## config.mk

```make
export PLATFORM = sky130hd
export DESIGN_NAME = demux_1x4_stream
export DESIGN_NICKNAME = d
export VERILOG_FILES = /design/src/rtl/demux_pkg.sv /design/src/rtl/demux_slot.sv /design/src/rtl/demux_1x4_stream.sv
export SDC_FILE = /design/constraint.sdc
export NUM_CORES = 1
export LEC_CHECK = 0
export CORE_UTILIZATION = 25
export CTS_CLUSTER_DIAMETER = 50
export CTS_CLUSTER_SIZE = 16
export DETAILED_ROUTE_END_ITERATION = 10
export SETUP_SLACK_MARGIN = 0.2
export SYNTH_ARGS = -nofsm -noshare
export SYNTH_HDL_FRONTEND = slang
export SYNTH_SLANG_ARGS = --single-unit
```

## constraint.sdc

```tcl
create_clock -name clk -period 2.1 [get_ports clk]
set_input_delay 0.21 -clock clk [delete_from_list [all_inputs] [get_ports clk]]
set_output_delay 0.21 -clock clk [all_outputs]
set_load 0.01 [all_outputs]
```

## src/rtl/demux_pkg.sv

```systemverilog
// rtl/demux_pkg.sv - shared constants and FSM state type for the 1x4 stream demux
package demux_pkg;
  localparam int NUM_CH = 4;
  localparam int SEL_W  = 2;

  typedef enum logic {ST_IDLE, ST_LOCKED} demux_state_t;
endpackage

```

## src/rtl/demux_slot.sv

```systemverilog
// rtl/demux_slot.sv - one-entry registered output slot with load/drain handshake
module demux_slot #(
  parameter int DATA_W = 8
) (
  input  logic              clk,
  input  logic              rst,
  input  logic              load,
  input  logic [DATA_W-1:0] load_data,
  input  logic              load_last,
  input  logic              ready,
  output logic              valid,
  output logic [DATA_W-1:0] data,
  output logic              last
);

  // A load wins over a same-cycle drain so back-to-back beats leave no bubble.
  always_ff @(posedge clk or posedge rst) begin
    if (rst) begin
      valid <= 1'b0;
      data  <= '0;
      last  <= 1'b0;
    end else if (load) begin
      valid <= 1'b1;
      data  <= load_data;
      last  <= load_last;
    end else if (valid && ready) begin
      valid <= 1'b0;
    end
  end

endmodule

```

## src/rtl/demux_1x4_stream.sv

```systemverilog
// rtl/demux_1x4_stream.sv - 1-to-4 stream demux with per-packet channel lock
module demux_1x4_stream
  import demux_pkg::*;
#(
  parameter int DATA_W = 8
) (
  input  logic                     clk,
  input  logic                     rst,
  input  logic [DATA_W-1:0]        in_data,
  input  logic [SEL_W-1:0]         in_sel,
  input  logic                     in_last,
  input  logic                     in_valid,
  output logic                     in_ready,
  output logic [NUM_CH*DATA_W-1:0] out_data,
  output logic [NUM_CH-1:0]        out_last,
  output logic [NUM_CH-1:0]        out_valid,
  input  logic [NUM_CH-1:0]        out_ready,
  output logic                     busy,
  output logic [SEL_W-1:0]         cur_sel
);

  demux_state_t     state;
  logic [SEL_W-1:0] lock_sel;
  logic [SEL_W-1:0] tgt;
  logic             accept;
  logic [NUM_CH-1:0] load;

  // in_sel only matters on a packet's first beat; later beats follow the lock.
  assign tgt      = (state == ST_IDLE) ? in_sel : lock_sel;
  assign in_ready = !out_valid[tgt] || out_ready[tgt];
  assign accept   = in_valid && in_ready;

  always_comb begin
    load = '0;
    if (accept) load[tgt] = 1'b1;
  end

  always_ff @(posedge clk or posedge rst) begin
    if (rst) begin
      state    <= ST_IDLE;
      lock_sel <= '0;
    end else if (accept) begin
      case (state)
        ST_IDLE: begin
          if (!in_last) begin
            state    <= ST_LOCKED;
            lock_sel <= in_sel;
          end
        end
        ST_LOCKED: begin
          if (in_last) begin
            state    <= ST_IDLE;
            lock_sel <= '0;
          end
        end
        default: begin
          state    <= ST_IDLE;
          lock_sel <= '0;
        end
      endcase
    end
  end

  assign busy    = (state == ST_LOCKED);
  assign cur_sel = lock_sel;

  for (genvar i = 0; i < NUM_CH; i++) begin : g_slot
    demux_slot #(.DATA_W(DATA_W)) u_slot (
      .clk       (clk),
      .rst       (rst),
      .load      (load[i]),
      .load_data (in_data),
      .load_last (in_last),
      .ready     (out_ready[i]),
      .valid     (out_valid[i]),
      .data      (out_data[i*DATA_W +: DATA_W]),
      .last      (out_last[i])
    );
  end

endmodule

```

### Yosys cells after proc, flatten, opt, wreduce, memory -nomap -nowiden

Cells that the tools add are included.

| cells by class | value |
|---|---|
| bitwise operators | 1 |
| muxes and demuxes | 20 |
| magnitude comparators | 2 |
| eq/ne operators | 2 |
| reductions and logical operators | 13 |

Operators by type and width:

| kind | number |
|---|---|
| $mux W1 | 12 |
| $reduce_bool A2 Y1 | 4 |
| $logic_and A1 B1 Y1 | 6 |
| $mux W2 | 3 |
| $bmux W1 S2 | 2 |
| $mux W4 | 1 |
| $ne A2 B2 Y1 const B | 2 |
| $pmux W2 S2 | 1 |
| $lt A2 B3 Y1 const B | 1 |
| $reduce_and A3 Y1 | 1 |
| $demux W1 S2 | 1 |
| $ge A2 B1 Y1 const B | 1 |
| $logic_not A1 Y1 | 1 |
| $logic_or A1 B1 Y1 | 1 |
| $not A1 Y1 | 1 |

| word-level totals | value |
|---|---|
| output and inout bits | 44 |
| register bits | 43 |

### Logic depth before layout (Yosys ltp)

Gate-level depths: netlist of the first run.

| logic depth | value |
|---|---|
| depth in word-level cells | 8 |
| mapped depth | 6 |
| mapped depth without buffers | 4 |

### Hierarchy

A second synthesis of the first run with hierarchy kept.

| second synthesis, totals | value |
|---|---|
| cell total of the unflattened synthesis | 126 |
| area, all modules | 1,945.6 µm² |

Modules (own cells, without submodules):

| module | instances | seq. area each (µm²) | cells an instance | area each (µm²) |
|---|---|---|---|---|
| demux_slot | 4 | 250.2 | 23 | 412.9 |
| demux_1x4_stream | 1 | 75.1 | 34 | 294.0 |

### Worst setup path after synthesis of the first run

OpenSTA, ideal clock, no wires.

| path | value |
|---|---|
| kind | reg2reg |
| from | register state (netlist: busy) |
| to | register lock_sel[0] (netlist: cur_sel[0]) |
| data arrival time | 1.640 ns |
| path buffers | 1 |
| setup time | 0.101 ns |
| setup slack | 0.359 ns |
| cell stages (with the launch flop) | 6 |
| required time | 1.999 ns |
| period minus slack after synthesis | 1.741 ns |
| cell sequence | dfrtp_1 > buf_6 > mux2i_4 > mux2_2 > and3_1 > o32ai_1 |

| between the ends | value |
|---|---|
| word-level cells in the longest chain between the ends | 7 |

RTL lines:

| item | line | text |
|---|---|---|
| start, declared | demux_1x4_stream.sv:22 | `demux_state_t state;` |
| start signal, assigned | demux_1x4_stream.sv:40 | `state <= ST_IDLE;` |
| start signal, assigned | demux_1x4_stream.sv:46 | `state <= ST_LOCKED;` |
| start signal, assigned | demux_1x4_stream.sv:52 | `state <= ST_IDLE;` |
| $mux W2 | demux_1x4_stream.sv:29 | `assign tgt = (state == ST_IDLE) ? in_sel : lock_sel;` |
| $bmux W1 S2 | demux_1x4_stream.sv:30 | `assign in_ready = !out_valid[tgt] \|\| out_ready[tgt];` |
| $mux W1 (not written as such) | demux_1x4_stream.sv:30 |  |
| $logic_not A1 Y1 | demux_1x4_stream.sv:30 |  |
| $logic_or A1 B1 Y1 | demux_1x4_stream.sv:30 |  |
| $logic_and A1 B1 Y1 | demux_1x4_stream.sv:31 | `assign accept = in_valid && in_ready;` |
| $reduce_and A3 Y1 (no line) | n/a |  |
| end signal, assigned | demux_1x4_stream.sv:47 | `lock_sel <= in_sel;` |
| end, declared | demux_1x4_stream.sv:23 | `logic [SEL_W-1:0] lock_sel;` |

Several ways; a longest one is shown, not always the timed one. The select of a mux whose other input is x is not followed.
A chain may end at the register's enable or synchronous reset.

### Final worst setup path of the first run

| path | value |
|---|---|
| from | register state (netlist: busy) |
| to | output port in_ready |

| between the ends | value |
|---|---|
| word-level cells in the longest chain between the ends | 5 |

RTL lines:

| item | line | text |
|---|---|---|
| $mux W2 (*) | demux_1x4_stream.sv:29 |  |
| $bmux W1 S2 | demux_1x4_stream.sv:30 |  |
| $mux W1 (not written as such) | demux_1x4_stream.sv:30 |  |
| $logic_not A1 Y1 | demux_1x4_stream.sv:30 |  |
| $logic_or A1 B1 Y1 (*) | demux_1x4_stream.sv:30 |  |
| end, declared | demux_1x4_stream.sv:13 | `output logic in_ready,` |

Every way passes the cells marked *; elsewhere a longest branch is shown, timed or not. The select of a mux whose other input is x is not followed.

==> impl_metrics.ini, run 1 <==
[sta]
clock.fmax_ghz = 0.528
period_share = 0.901
maxSlewViolCount = 0
hold_viol = 0
setup_viol = 0
layout_setup_ws_ns = 0.207
tightest_slew_ns = 0.453
finClkSkew_ns = 0.00742
post-route-min-period_ns = 1.89
finalSetupTns_ns = 0
hold_ws_ns = 0.216
slew_headroom = 0.697
rsz0062_at_grt = true

[synthesis]
yosysWarnings = 0
async_flop_share = 1.00
ys_types = 28
synthCells = 130
synth_flop_cell = dfrtp_1
synth-edff-count = 0
syn-cell-area_um2 = 1860
yosysTopAreaCell = dfrtp_1
ys_top_cells_by_area = dfrtp_1 58%, mux2_2 22%, buf_4 3.2%, mux2i_4 2.4%, nand2b_1 1.7%
yosysSeqAreaShare = 0.578
synth_common_cells = 43 x dfrtp_1, 37 x mux2_2, 8 x buf_4
ys_ff_latch = 43
yosysMostFrequentCell = dfrtp_1
synth_top_area_frac = 0.578
synth_fp_nets = 148
avgSynthCellArea_um2 = 14.3

[finish]
instances_no_fill = 297
final_area_um2 = 2690
area_delta_synth_final_pct = 44.4
nets = 215
antenna_cells = 0
layout-drive-gt1-share = 0.313
fin_util = 0.373

[floorplanning]
start_util = 0.258
rows = 31
die_width_um = 88.3
die_area_um2 = 7800
die_y_um = 88.3
core_um2 = 7210
io_pins = 62

[critical_path]
rr_startpoint = busy
regToRegEndpoint = g_slot[2].u_slot.data[4]
critPathKind = reg -> out
critPathLaunch = busy
critPathBufInv = 2
cp-endpoint = in_ready
path_cells = mux2i_4 > buf_6 > mux2i_2 > a21oi_1 > clkdlybuf4s15_1
cp-end-kind = output port
path_depth = 5
crit_family = multiplexers
slowest_stage = dfrtp_2
critPathMaxFanout = 3
cp.arrival_ns = 1.68
critPathLaunchType = flop
reg2reg_depth = 5
worst-endpoint-required_ns = 1.89
max_stage_delay_ns = 0.41
r2r_setup_slack_ns = 0.21

[global_routing]
grt_max_degree = 18
grt_pass1_wl_um = 6980
grt_pass1_vias = 1389
grt_usage = 0.120
antenna_found_initial = 0
grt.overflow.total = 0

[drt]
vias_per_cell = 4.26
routedWlPerCell_um = 14.7
drtPass1Iterations = 4
postRouteAntennaNets = 0
initialDrtViolationCount = 25
vias = 1265
routed_wirelength_um = 4380
drc = 0

[cts]
cts.sinks = 43
clk_latency_ns = 0.28
clk_path_buf_depth = 2
cts_inserted_buffers = 5
ctsRootBufferMaster = clkbuf_8
path_clk_slew_ns = 0.08
cts_tree = done
htree_levels = 2

[placement]
hpwl_um = 3100
globalplace.congestion = 0.813
place_area_um2 = 2580
place_ws_ns = 0.0567
placed_cells = 287
port_buffers = 61

[power_and_ir_drop]
powerDensity_nw_per_um2 = 1520
power.leakage_nw = 1.13
vdd_drop_max_mv = 0.590
p_total_mw = 4.08

[job]
max_cap_violations = 0

[worst_hold_path]
hold_class = in -> async

[run_status]
outcome = finished clean
[registers in the layout (all words and copies together) (netlist names)]
register and cells:
g_slot.u_slot.valid 4, busy 1, g_slot.u_slot.last 4, cur_sel 2
g_slot.u_slot.data 32
[repair_timing]
item / 4_1_cts / 5_1_grt
endpoints found under the setup margin: 10 / 28
gates resized for setup: 6 / 0
setup buffers: 2 / 0
hold buffers: 0 / 0
[final cells by class]
class,instances,area (um^2)
Tap cell,99,124
Timing Repair Buffer,72,697
Inverter,2,7.51
Clock buffer,7,76.3
Fill cell,745,4530
Multi-Input combinational cell,73,702
Clock inverter,1,5.00
Sequential cell,43,1080
[metal layers]
metal  global-route usage  up-vias  part of all wire
met1                0.148      639              0.43
met4               0.0352        0            0.0043
met5                    0        -                 0
met3               0.0354        2             0.061
met2                0.206       39              0.50
li1                     -      585                 -
[worst min-delay path by stage]
| stage | from | endpoint | slack, ns | cells after the start |
|---|---|---|---|---|
| after CTS | rst | g_slot[1].u_slot.data[3] | 0.23 | 2 |
| final | rst | g_slot[1].u_slot.data[3] | 0.22 | 2 |
| after global routing | rst | g_slot[1].u_slot.data[3] | 0.23 | 2 |
| after floorplan | in_data[0] | g_slot[3].u_slot.data[0] | 0.36 | 1 |
| after detailed placement | g_slot[1].u_slot.data[0] | g_slot[1].u_slot.data[0] | 0.49 | 1 |
| after global placement | g_slot[1].u_slot.data[2] | g_slot[1].u_slot.data[2] | 0.49 | 1 |
[placed cells by master (no fill, tap or decap)]
| cell type | Yosys | layout |
|---|---|---|
| a211o_1 | 1 | 1 |
| a21oi_1 | 1 | 1 |
| a32oi_1 | 1 | 1 |
| and3_1 | 1 | 1 |
| buf_4 | 8 | 10 |
| buf_6 | 1 | 1 |
| clkbuf_1 | 2 | 2 |
| clkbuf_8 | 0 | 5 |
| clkdlybuf4s15_1 | 0 | 1 |
| clkdlybuf4s50_1 | 0 | 60 |
| clkinv_2 | 0 | 1 |
| dfrtp_1 | 43 | 42 |
| dfrtp_2 | 0 | 1 |
| inv_1 | 2 | 1 |
| inv_2 | 0 | 1 |
| mux2_2 | 37 | 36 |
| mux2_4 | 0 | 1 |
| mux2i_1 | 3 | 2 |
| mux2i_2 | 0 | 1 |
| mux2i_4 | 2 | 2 |
| nand2_1 | 6 | 6 |
| nand2b_1 | 5 | 5 |
| nand3_1 | 2 | 2 |
| nand3_2 | 1 | 1 |
| nand3b_1 | 1 | 1 |
| nand4_2 | 1 | 1 |
| nand4b_2 | 1 | 1 |
| nor2_1 | 1 | 1 |
| nor2b_1 | 2 | 2 |
| nor3_1 | 1 | 1 |
| nor3b_1 | 1 | 1 |
| o21ai_0 | 2 | 2 |
| o221a_1 | 1 | 1 |
| o22ai_1 | 1 | 1 |
| o32ai_1 | 1 | 1 |
[report_power, final]
part / total [mW] / switching, mW / internal [mW]
registers: 1.50 / 0.247 / 1.25
logic: 2.08 / 0.783 / 1.30
clock network: 0.494 / 0.261 / 0.234
total: 4.08 / 1.29 / 2.78
[logic make-up (layout without fill, tap and decap cells)]
family | count (synthesis) | after routing | share of synthesized area
and+or+nand+nor | 23 | 23 | 0.0773
buffers and inverters | 14 | 82 | 0.0491
DFF | 43 | 43 | 0.578
muxes | 42 | 42 | 0.264
AOI/OAI and AO/OA | 8 | 8 | 0.0316
No activity file was read; power rests on OpenSTA's default activity.
==> run 2: changes to the inputs <==
--- a/config.mk
+++ b/config.mk
@@ -5,6 +5,7 @@
 export SDC_FILE = /design/constraint.sdc
 export NUM_CORES = 1
 export LEC_CHECK = 0
+export CORE_MARGIN = 2
 export CORE_UTILIZATION = 25
 export CTS_CLUSTER_DIAMETER = 50
 export CTS_CLUSTER_SIZE = 16
==> run 2 against run 1 <==
- non-clock buffer count grew 6
- routed wire length up 1.7%
- global-route usage is 1.2 points lower
- final area increased by 5.5%
- count of clock-buffer cells in the layout unchanged
- cell count rose by 2.0%
- maximum frequency is 1.3% lower
- combinational power increased by 8%
- core utilization grew 2.1 points
- total power is 6.0% higher
- clock power grew 19%
- setup slack got worse by 0.026 ns
==> impl_metrics.ini, run 2 (same netlist as run 1, synthesis figures left out) <==
[run_status]
outcome = finished clean

[global_routing]
grt_max_degree = 25
grt_pass1_wl_um = 6880
antenna_found_initial = 0
grt_pass1_vias = 1273
grt_usage = 0.109
grt.overflow.total = 0

[power_and_ir_drop]
p_total_mw = 4.32
comb_power_share = 0.519
power_switching_mw = 1.34
clock_power_share = 0.137
cellInternalPower_mw = 2.98
vdd_drop_max_mv = 0.553
switching_share = 0.311
seqPwrFrac = 0.344
power.leakage_nw = 1.22
powerDensity_nw_per_um2 = 1520

[critical_path]
cp-end-kind = flop
critPathBufInv = 4
slowest_stage = dfrtp_1
critPathKind = reg -> reg
cpMostUsedCell = buf_6
worst-endpoint-required_ns = 2.28
critPathMaxFanout = 5
cp.arrival_ns = 2.10
critPathLaunchType = flop
path_cells = buf_6 > mux2i_4 > buf_6 > buf_8 > nor2b_4 > nand3b_1 > buf_12 > mux2_4
crit_family = buffers and inverters
max_stage_delay_ns = 0.43

[placement]
hpwl_um = 2970
port_buffers = 61
globalplace.congestion = 0.820

[drt]
postRouteAntennaNets = 0
routed.top_layer = met4
met2_wirelength_um = 2250
vias_per_cell = 4.31
dr_wl_met3_um = 244
vias = 1306
initialDrtViolationCount = 23
drtPass1Iterations = 4
m1WireLength_um = 1890
routedWlPerCell_um = 14.7
drc = 0
routed_wirelength_um = 4450

[finish]
top_regs = g_slot.u_slot.data x32, g_slot.u_slot.last x4, g_slot.u_slot.valid x4
antenna_cells = 0
area_delta_synth_final_pct = 52.4
n_fill_cell = 720
layout-drive-gt1-share = 0.353
nets = 221
final_cell_mix = 60 x clkdlybuf4s50_1, 43 x dfrtp_1, 35 x mux2_2
final_common_cell = clkdlybuf4s50_1
largest-register = g_slot.u_slot.data
largest_reg_flops = 32

[sta]
hold_ws_ns = 0.247
post-route-min-period_ns = 1.92
clock.fmax_ghz = 0.521
hold_viol = 0
rsz0062_at_grt = true
finClkSkew_ns = 0.00366
tightest_slew_ns = 0.467
period_share = 0.914
maxSlewViolCount = 0
finalSetupTns_ns = 0
setup_viol = 0
slew_headroom = 0.688

[cts]
ctsHoldBuffers = 0
ctsRootBufferMaster = clkbuf_8
clk_path_buf_depth = 2
cts.sinks = 43
cts_inserted_buffers = 5
path_clk_slew_ns = 0.08
clk_latency_ns = 0.29
cts_tree = done
htree_levels = 2

[worst_hold_path]
hold_class = in -> async

[floorplanning]
io_pins = 62
core_um2 = 7210
die_y_um = 90.3
start_util = 0.258
rows = 31
die_area_um2 = 8150
die_width_um = 90.3

[job]
max_cap_violations = 0
[run 2: routing by layer]
metal	global-route usage	vias up
met1	0.132	657
met2	0.182	37
met3	0.0342	7
met5	0	-
li1	-	605
met4	0.0385	0
[run 2: stage by stage]
stage          setup slack [ns]  utilization  instances  area [um^2]
2_1_floorplan             0.359            -        130         1860
3_3_place_gp             0.0143        0.362        288         2610
3_5_place_dp           -0.00889        0.362        288         2610
4_1_cts                   0.125        0.381        299         2750
5_1_grt                   0.110        0.393        303         2840
6_report                  0.181        0.393        303         2840
[run 2: worst reg2reg max path: cells and delay by family, from the launching register on]
kind	cells	cell delay [ns]
simple gates	2	0.31
mux	2	0.47
buf+inv	4	0.60
flops	1	0.43
[run 2: final cells by class]
| type | count | area [um^2] | share of cell area |
|---|---|---|---|
| flip-flops and latches | 43 | 1080 | 0.379 |
| repair buffers | 78 | 798 | 0.281 |
| multi-input cells | 73 | 728 | 0.257 |
| well taps | 99 | 124 | 0.0437 |
| clock buffers | 7 | 96.3 | 0.0340 |
| clock inverters | 1 | 7.51 | 0.00265 |
| inverters | 2 | 7.51 | 0.00265 |
[run 2: final timing paths]
| kind | from | to | slack (ns) | cells after the start |
|---|---|---|---|---|
| max | busy | g_slot[3].u_slot.data[1] | 0.18 | 8 |
| min | rst | g_slot[1].u_slot.last | 0.25 | 2 |
| max reg2reg | busy | g_slot[3].u_slot.data[1] | 0.18 | 8 |
| min reg2reg | g_slot[3].u_slot.data[4] | g_slot[3].u_slot.data[4] | 0.51 | 1 |
| max in group asynchronous | rst | g_slot[2].u_slot.data[6] | 1.37 | 3 |
| min in group clk | g_slot[3].u_slot.data[4] | g_slot[3].u_slot.data[4] | 0.51 | 1 |
[run 2: power groups by stage]
stage                     clock network (mW)  registers, mW  logic, mW
final                                  0.590           1.49       2.24
after global routing                   0.657           1.56       2.39
after CTS                              0.618           1.49       2.15
after detailed placement                   0           1.51       2.08
after global placement                     0           1.50       2.06
after floorplan                            0           1.63      0.919
[run 2: what timing repair did]
action | 4_1_cts | 5_1_grt
gates resized for setup | 3 | 13
setup endpoints to repair | 1 | 21
cloned | 0 | 1
buffers inserted | 3 | 3
hold endpoints to repair | 0 | 0
